## config.mk

```make
export PLATFORM = sky130hd
export DESIGN_NAME = instr_fetch
export DESIGN_NICKNAME = d
export VERILOG_FILES = /design/src/rtl/instr_fetch_pkg.sv /design/src/rtl/instr_fetch.sv
export SDC_FILE = /design/constraint.sdc
export NUM_CORES = 1
export LEC_CHECK = 0
export ABC_AREA = 1
export CORE_MARGIN = 1.5
export CORE_UTILIZATION = 45
export CTS_CLUSTER_SIZE = 10
export DETAILED_ROUTE_END_ITERATION = 8
export HOLD_SLACK_MARGIN = 0.06
export PLACE_DENSITY = 0.83
export SKIP_CTS_REPAIR_TIMING = 1
export SYNTH_ARGS = -nofsm -noshare
export SYNTH_HDL_FRONTEND = slang
export SYNTH_SLANG_ARGS = --single-unit
```

## constraint.sdc

```tcl
create_clock -name clk -period 2.4 [get_ports clk]
set_clock_uncertainty 0.2 [all_clocks]
set_input_delay 0.72 -clock clk [delete_from_list [all_inputs] [get_ports clk]]
set_output_delay 0.72 -clock clk [all_outputs]
set_load 0.05 [all_outputs]
```

## src/rtl/instr_fetch_pkg.sv

```systemverilog
// Shared types for the core's instruction-side logic.
package instr_fetch_pkg;

    // CSR access word shared with the core.
    typedef struct packed {
        logic [11:0] addr;
        logic [31:0] data;
    } csr_t;

    // Fetch responder sequencing: one state per halfword access.
    typedef enum logic [1:0] {
        IDLE,
        FETCH_HI,
        FETCH_LO
    } fetch_state_t;

    // Word presented to the core while the buffer does not match the pointer.
    localparam logic [31:0] NOP_WORD = 32'h0000_0000;

endpackage

```

## src/rtl/instr_fetch.sv

```systemverilog
// Instruction-fetch responder: assembles a 32-bit instruction from two halfword
// reads of a 16-bit memory and holds it in a one-entry tagged buffer.
module instr_fetch
    import instr_fetch_pkg::*;
#(
    parameter int unsigned ADDR_W = 16,
    parameter logic [31:0] NOP    = NOP_WORD
) (
    input  logic              clk,
    input  logic              _reset,
    input  logic [31:0]       pointer,
    output logic [31:0]       instr,
    output logic              instr_valid,
    output logic              mem_req,
    output logic [ADDR_W-1:0] mem_addr,
    input  logic [15:0]       mem_rdata,
    input  logic              mem_ack
);

    fetch_state_t state;
    logic [31:0]  fetch_tag;
    logic [15:0]  staging;
    logic [31:0]  buf_data;
    logic [31:0]  buf_tag;
    logic         buf_ok;

    // Buffer hit is combinational so a repeated pointer costs no cycles.
    always_comb begin
        instr_valid = buf_ok && (buf_tag == pointer);
        instr       = instr_valid ? buf_data : NOP;
    end

    // Fetch sequencer; memory request and address are registered outputs.
    always_ff @(posedge clk or negedge _reset) begin
        if (!_reset) begin
            state     <= IDLE;
            mem_req   <= 1'b0;
            mem_addr  <= '0;
            fetch_tag <= '0;
            staging   <= '0;
            buf_data  <= '0;
            buf_tag   <= '0;
            buf_ok    <= 1'b0;
        end else begin
            unique case (state)
                IDLE: begin
                    if (!instr_valid) begin
                        fetch_tag <= pointer;
                        mem_req   <= 1'b1;
                        // High half sits at 2p; upper pointer bits wrap away.
                        mem_addr  <= {pointer[ADDR_W-2:0], 1'b0};
                        state     <= FETCH_HI;
                    end
                end
                FETCH_HI: begin
                    if (mem_ack) begin
                        if (pointer != fetch_tag) begin
                            // Core moved on: drop this halfword and restart at the new pointer.
                            fetch_tag <= pointer;
                            mem_addr  <= {pointer[ADDR_W-2:0], 1'b0};
                        end else begin
                            staging  <= mem_rdata;
                            mem_addr <= {fetch_tag[ADDR_W-2:0], 1'b1};
                            state    <= FETCH_LO;
                        end
                    end
                end
                FETCH_LO: begin
                    if (mem_ack) begin
                        // Written even if the pointer moved; the stale tag keeps it invisible.
                        buf_data <= {staging, mem_rdata};
                        buf_tag  <= fetch_tag;
                        buf_ok   <= 1'b1;
                        mem_req  <= 1'b0;
                        state    <= IDLE;
                    end
                end
                default: begin
                    mem_req <= 1'b0;
                    state   <= IDLE;
                end
            endcase
        end
    end

endmodule

```

==> results by group, run 1 <==
Power
  • VDD IR max: 388.8 uV
  • Leakage: 5.625 nW
  • Pwr dens: 562.2 mW/mm^2

Setup path
  • CP Max Fanout: 6
  • R2R Path Start: fetch_tag[20]$_DFFE_PN0P_
  • Reg2reg path depth: 10
  • Critical Path Start Type: input port
  • Worst Path Required: 1.48 ns
  • Worst R2R End: staging[5]$_DFFE_PN0P_
  • Worst Setup Path Type: input port to output port
  • Reg2reg setup slack: 0.25 ns
  • Worst setup EP type: output port
  • Crit path arrival time: 2.30 ns

GRT
  • Total gr overflow: 0
  • Initial antenna violation count: 0
  • Vias in the first global route: 6042
  • Total GRT Usage: 0.2500
  • Largest net degree at the start of global routing: 66
  • First-pass GRT wire length: 29.29 mm

Floorplan
  • Initial Util: 0.4582
  • Die Ht: 124.2 um
  • Die Footprint: 0.01542 mm^2
  • Die Wd: 124.2 um
  • # rows: 44
  • Core area: 0.01442 mm^2
  • Number of I/O pins: 101

Placement
  • Final RePlAce weighted congestion: 0.8937
  • Port Buffers: 100
  • Hpwl dp: 12.68 mm
  • Setup WS pre-CTS: -1.286 ns
  • Cells after DPL: 1170
  • Placed instance area: 0.009165 mm^2

Outcome
  • Violated checks: negative setup slack
  • Status: finished with violations

CTS
  • CTS root buffer: clkbuf_16
  • Clk slew on worst S/H paths: 0.05 ns
  • Clock sinks: 132
  • Longest Clk Path Bufs: 2
  • CTS Buf Count: 17
  • CTS tree: yes
  • Htree depth: 4
  • Clock Latency Late Sink: 0.42 ns

Worst hold path
  • Hold_sp: buf_data[18]$_DFFE_PN0P_
  • Min-delay worst type: register to register
  • Hold EP: buf_data[18]$_DFFE_PN0P_
  • Hold Path Stages: 2

Drt
  • Residual DRC: 0
  • DRT Pass-1 Iters: 5
  • Drt wl/cell: 15.97 um
  • DRT iter0 DRCs: 474
  • Via/cell ratio: 5.254
  • DR vias: 6384
  • Post-Route WL: 19.41 mm
  • Routed Antenna Nets: 0

Yosys
  • Syn Nets: 890
  • Mapped Area: 0.006609 mm^2
  • Post-synth top area cell: dfrtp_1
  • Sequential share of the synthesized area: 0.4998
  • Post-Syn Area per Cell: 7.877 um^2
  • Distinct cells, synth: 22
  • Gate Count Post-Synth: 839
  • Synth area leaders: dfrtp_1 50%, nand2_1 16%, inv_1 5.2%, nand4_1 4.2%, nor3b_1 3.6%
  • YS warnings: 0
  • Share of the synthesized area in the top cell type: 0.4998
  • Synthesized flop and latch total: 132

Final layout
  • Fin cells: 1215
  • Fin util: 0.6942
  • Share of cells above drive strength 1: 0.2832
  • Final instance area: 0.01001 mm^2
  • Synth-to-Final Area Change: 51.52%
  • Number of filler instances in the final layout: 1055
  • Nets: 1071
  • Final antenna diode count: 0

Timing
  • Upper clock frequency limit: 310.8 MHz
  • RSZ-0062 raised after global routing: true
  • Final Max Tran Viols: 0
  • Fin crit share: 1.341
  • Setup Viol. Count Final: 33
  • Worst-Margin Slew: 0.3449 ns
  • Setup_tns: -25.53 ns
  • Final Hold Fails: 0
  • Worst rel slew slack: 0.7701
  • Fin crit period: 3.218 ns
  • Worst setup margin: -0.8178 ns

Job
  • Max Cap Viol: 0
[sequential cells by signal (all words and copies together), names as in the netlist]
register and cells:
state 2, buf_tag 32, fetch_tag 32, mem_req 1, buf_ok 1, buf_data 32
mem_addr 16, staging 16
[metal layers]
layer / routed length, um / share of wire / track usage / vias up
met5: 0 / 0 / 0 / -
met4: 593 / 0.031 / 0.1037 / 0
met3: 1148 / 0.059 / 0.06548 / 51
met2: 10010 / 0.52 / 0.4238 / 240
met1: 7658 / 0.39 / 0.3019 / 3058
li1: - / - / - / 3035
[synthesized netlist by cell type (all sizes together)]
cell type  count
mux2          16
a21oi         22
inv           99
nor3b         32
clkbuf        27
nand3         44
nor3           5
nor4           1
nand2        278
nor2          60
nand4         44
xnor2         21
o21ai         46
dfrtp        132
buf           12
[layout make-up]
cell class | count | area [um^2] | share of cell area
clock buffer | 26 | 499.2 | 0.04986
sequential | 132 | 3303 | 0.3299
multi-input combinational | 569 | 3236 | 0.3231
clock inverter | 4 | 95.09 | 0.009496
inverter | 99 | 384.1 | 0.03836
tap | 184 | 230.2 | 0.02299
timing repair buffer | 201 | 2266 | 0.2263
[worst max-delay path: stages]
cell            delay (ns)
dlymetal6s2s_1        0.17
inv_2                 0.04
nand2_1               0.05
nand2_1               0.10
nor3_2                0.18
buf_4                 0.16
nand3_4               0.19
clkbuf_16             0.26
nor3b_4               0.24
buf_12                0.17
[power by group]
group          switching (W)  internal (W)
Sequential         0.0000590       0.00230
Clock               0.000899       0.00173
Combinational       0.000377      0.000265
Total                0.00133       0.00429
[layout by cell type (no fill, tap or decap), types with 32 or more instances in the layout]
cell type	instances
nand2_1	257
dfrtp_1	132
buf_4	98
inv_1	85
nor2_1	57
buf_12	46
nand4_1	44
o21ai_0	42
nand3_1	40
nor3b_4	32
[cell families (layout without fill, tap and decap cells)]
family	count (synthesis)	count (layout)	synth area share
mux	16	16	0.02726
compound gates	68	68	0.05150
xor+xnor	21	21	0.02783
simple gates	464	464	0.3111
buf+inv	138	330	0.08255
flops	132	132	0.4998
[how the worst max path moves through the flow]
stage / from / endpoint / slack (ns) / depth (start not counted)
2_1_floorplan: pointer[31] / instr[10] / -0.68 / 9
4_1_cts: pointer[1] / instr[31] / -1.28 / 9
3_3_place_gp: pointer[1] / instr[1] / -1.18 / 9
3_5_place_dp: pointer[1] / instr[31] / -1.29 / 9
5_1_grt: pointer[24] / instr[6] / -0.96 / 10
6_report: pointer[14] / instr[22] / -0.82 / 10
[through the flow]
step | hold slack [ns] | total power (W)
after floorplan | 0.2244 | 0.002692
after global placement | 0.2696 | 0.003019
after detailed placement | 0.2750 | 0.003039
after CTS | -0.005105 | 0.005670
after global routing | 0.3181 | 0.005840
final | 0.2868 | 0.005630
Power figures use the tool's default switching activity.
==> inputs of run 2 (changes only) <==
CTS_BUF_LIST = sky130_fd_sc_hd__clkbuf_8   (was not set)
==> results by group, run 2 (synthesis gave the netlist of run 1 again) <==
Outcome
  • Status: finished with violations
  • Violated checks: negative setup slack

Final layout
  • Share of cells above drive strength 1: 0.2714
  • Commonest cells after routing, fill and taps aside: 261 x nand2_1, 132 x dfrtp_1, 93 x buf_4
  • Multi-input logic area: 0.003226 mm^2
  • Commonest non-fill, non-tap cell in the layout: nand2_1
  • Nets: 1068
  • Number of filler instances in the final layout: 1084
  • Fin cells: 1213
  • Register Area: 0.003303 mm^2
  • Top Registers: buf_data: 32 flops, buf_tag: 32 flops, fetch_tag: 32 flops
  • Synth-to-Final Area Change: 48.67%

Timing
  • Worst-Margin Slew: 0.3419 ns
  • Upper clock frequency limit: 309.3 MHz
  • Final Max Tran Viols: 0
  • Worst setup margin: -0.8334 ns
  • Worst rel slew slack: 0.7721
  • Fin crit share: 1.347
  • Final Hold Fails: 0
  • Setup Viol. Count Final: 33
  • Worst Hold Margin: 0.2917 ns
  • RSZ-0062 raised after global routing: true
  • Fin crit period: 3.233 ns

Power
  • Flop pwr share: 0.478
  • Int Power: 0.003667 W
  • P_sw: 0.001255 W
  • Gate power share: 0.130
  • Leakage: 5.596 nW
  • Switching part of the total: 0.2549
  • Pwr dens: 500.9 mW/mm^2
  • VDD IR max: 375.9 uV
  • Clock network power share: 0.392

Drt
  • Residual DRC: 0
  • Routed Antenna Nets: 0
  • DRT iter0 DRCs: 414
  • Drt wl/cell: 15.48 um
  • Post-Route WL: 18.77 mm
  • Via/cell ratio: 5.211
  • DRT Pass-1 Iters: 5
  • DR vias: 6321

GRT
  • Initial antenna violation count: 1
  • Vias in the first global route: 5969
  • Total GRT Usage: 0.2433
  • Largest net degree at the start of global routing: 66
  • First-pass GRT wire length: 28.74 mm
  • Total gr overflow: 0

Setup path
  • Worst setup EP type: output port
  • CP max stage cell: nor4_2
  • Crit path arrival time: 2.31 ns
  • Worst Path Required: 1.48 ns
  • CP Max Fanout: 6
  • Crit-path cells: clkbuf_2 -> inv_1 -> nand2_1 -> nand2_2 -> nor4_2 -> buf_4 -> nand3_4 -> clkbuf_16 -> nor3b_4 -> buf_12
  • Critical Path Start Type: input port
  • Worst Setup Path Type: input port to output port
  • Slowest Stage Delay on Critical Path: 0.27 ns

CTS
  • CTS tree: yes
  • Htree depth: 4
  • CTS Buf Count: 17
  • Longest Clk Path Bufs: 2
  • Clock sinks: 132
  • CTS root buffer: clkbuf_8
  • Clk slew on worst S/H paths: 0.07 ns
  • Clock Latency Late Sink: 0.46 ns

Floorplan
  • Die Wd: 124.2 um
  • # rows: 44
  • Die Ht: 124.2 um
  • Die Footprint: 0.01542 mm^2
  • Core area: 0.01442 mm^2
  • Initial Util: 0.4582
  • Number of I/O pins: 101

Placement
  • Port Buffers: 100
  • Cells after DPL: 1170
  • Final RePlAce weighted congestion: 0.8937
  • Hpwl dp: 12.68 mm

Job
  • Max Cap Viol: 0

Worst hold path
  • Min-delay worst type: register to register
==> run 2: critical path: cells and delay by family <==
kind | cells | cell delay, ns
buffers and inverters | 5 | 0.73
and+or+nand+nor | 5 | 0.85
==> run 2: final timing paths <==
path | end | cells after the start | startpoint | slack, ns
min reg2reg | buf_data[18]$_DFFE_PN0P_ | 2 | buf_data[18]$_DFFE_PN0P_ | 0.29
max | instr[12] | 10 | pointer[24] | -0.83
max reg2reg | staging[0]$_DFFE_PN0P_ | 10 | fetch_tag[20]$_DFFE_PN0P_ | 0.27
min | buf_data[18]$_DFFE_PN0P_ | 2 | buf_data[18]$_DFFE_PN0P_ | 0.29
max in group asynchronous | buf_tag[10]$_DFFE_PN0P_ | 3 | _reset | 0.86
min in group asynchronous | buf_data[0]$_DFFE_PN0P_ | 2 | _reset | 0.50
==> run 2: routing by layer <==
metal | track usage | vias up | routed length (um)
li1 | - | 3041 | -
met1 | 0.2967 | 3000 | 7556
met3 | 0.05357 | 52 | 1128
met5 | 0 | - | 0
met2 | 0.4107 | 228 | 9500
met4 | 0.1136 | 0 | 587
==> run 2: layout make-up <==
cell class,count,share of cell area
Antenna cell,1,0.0002547
Clock buffer,21,0.02942
Clock inverter,9,0.01159
Inverter,99,0.03909
Multi-Input combinational cell,569,0.3283
Sequential cell,132,0.3362
Tap cell,184,0.02343
Timing Repair Buffer,198,0.2318
==> run 2: power by group through the flow <==
stage          combinational, W  clock (W)  sequential, W
6_report               0.000639    0.00193        0.00235
5_1_grt                0.000699    0.00205        0.00236
4_1_cts                0.000647    0.00194        0.00235
3_5_place_dp           0.000646          0        0.00239
3_3_place_gp           0.000629          0        0.00239
2_1_floorplan          0.000229          0        0.00246
==> run 2: through the flow <==
step | utilization | area, um^2 | total power (W) | worst slack, ns | TNS, ns
3_5_place_dp | 0.6354 | 9165 | 0.003039 | -1.286 | -78.30
5_1_grt | 0.6810 | 9823 | 0.005107 | -0.9312 | -29.14
4_1_cts | 0.6633 | 9568 | 0.004944 | -1.285 | -46.11
3_3_place_gp | 0.6354 | 9165 | 0.003019 | -1.183 | -74.50
6_report | 0.6812 | 9826 | 0.004922 | -0.8334 | -26.05
2_1_floorplan | - | 7024 | 0.002692 | -0.6781 | -21.92
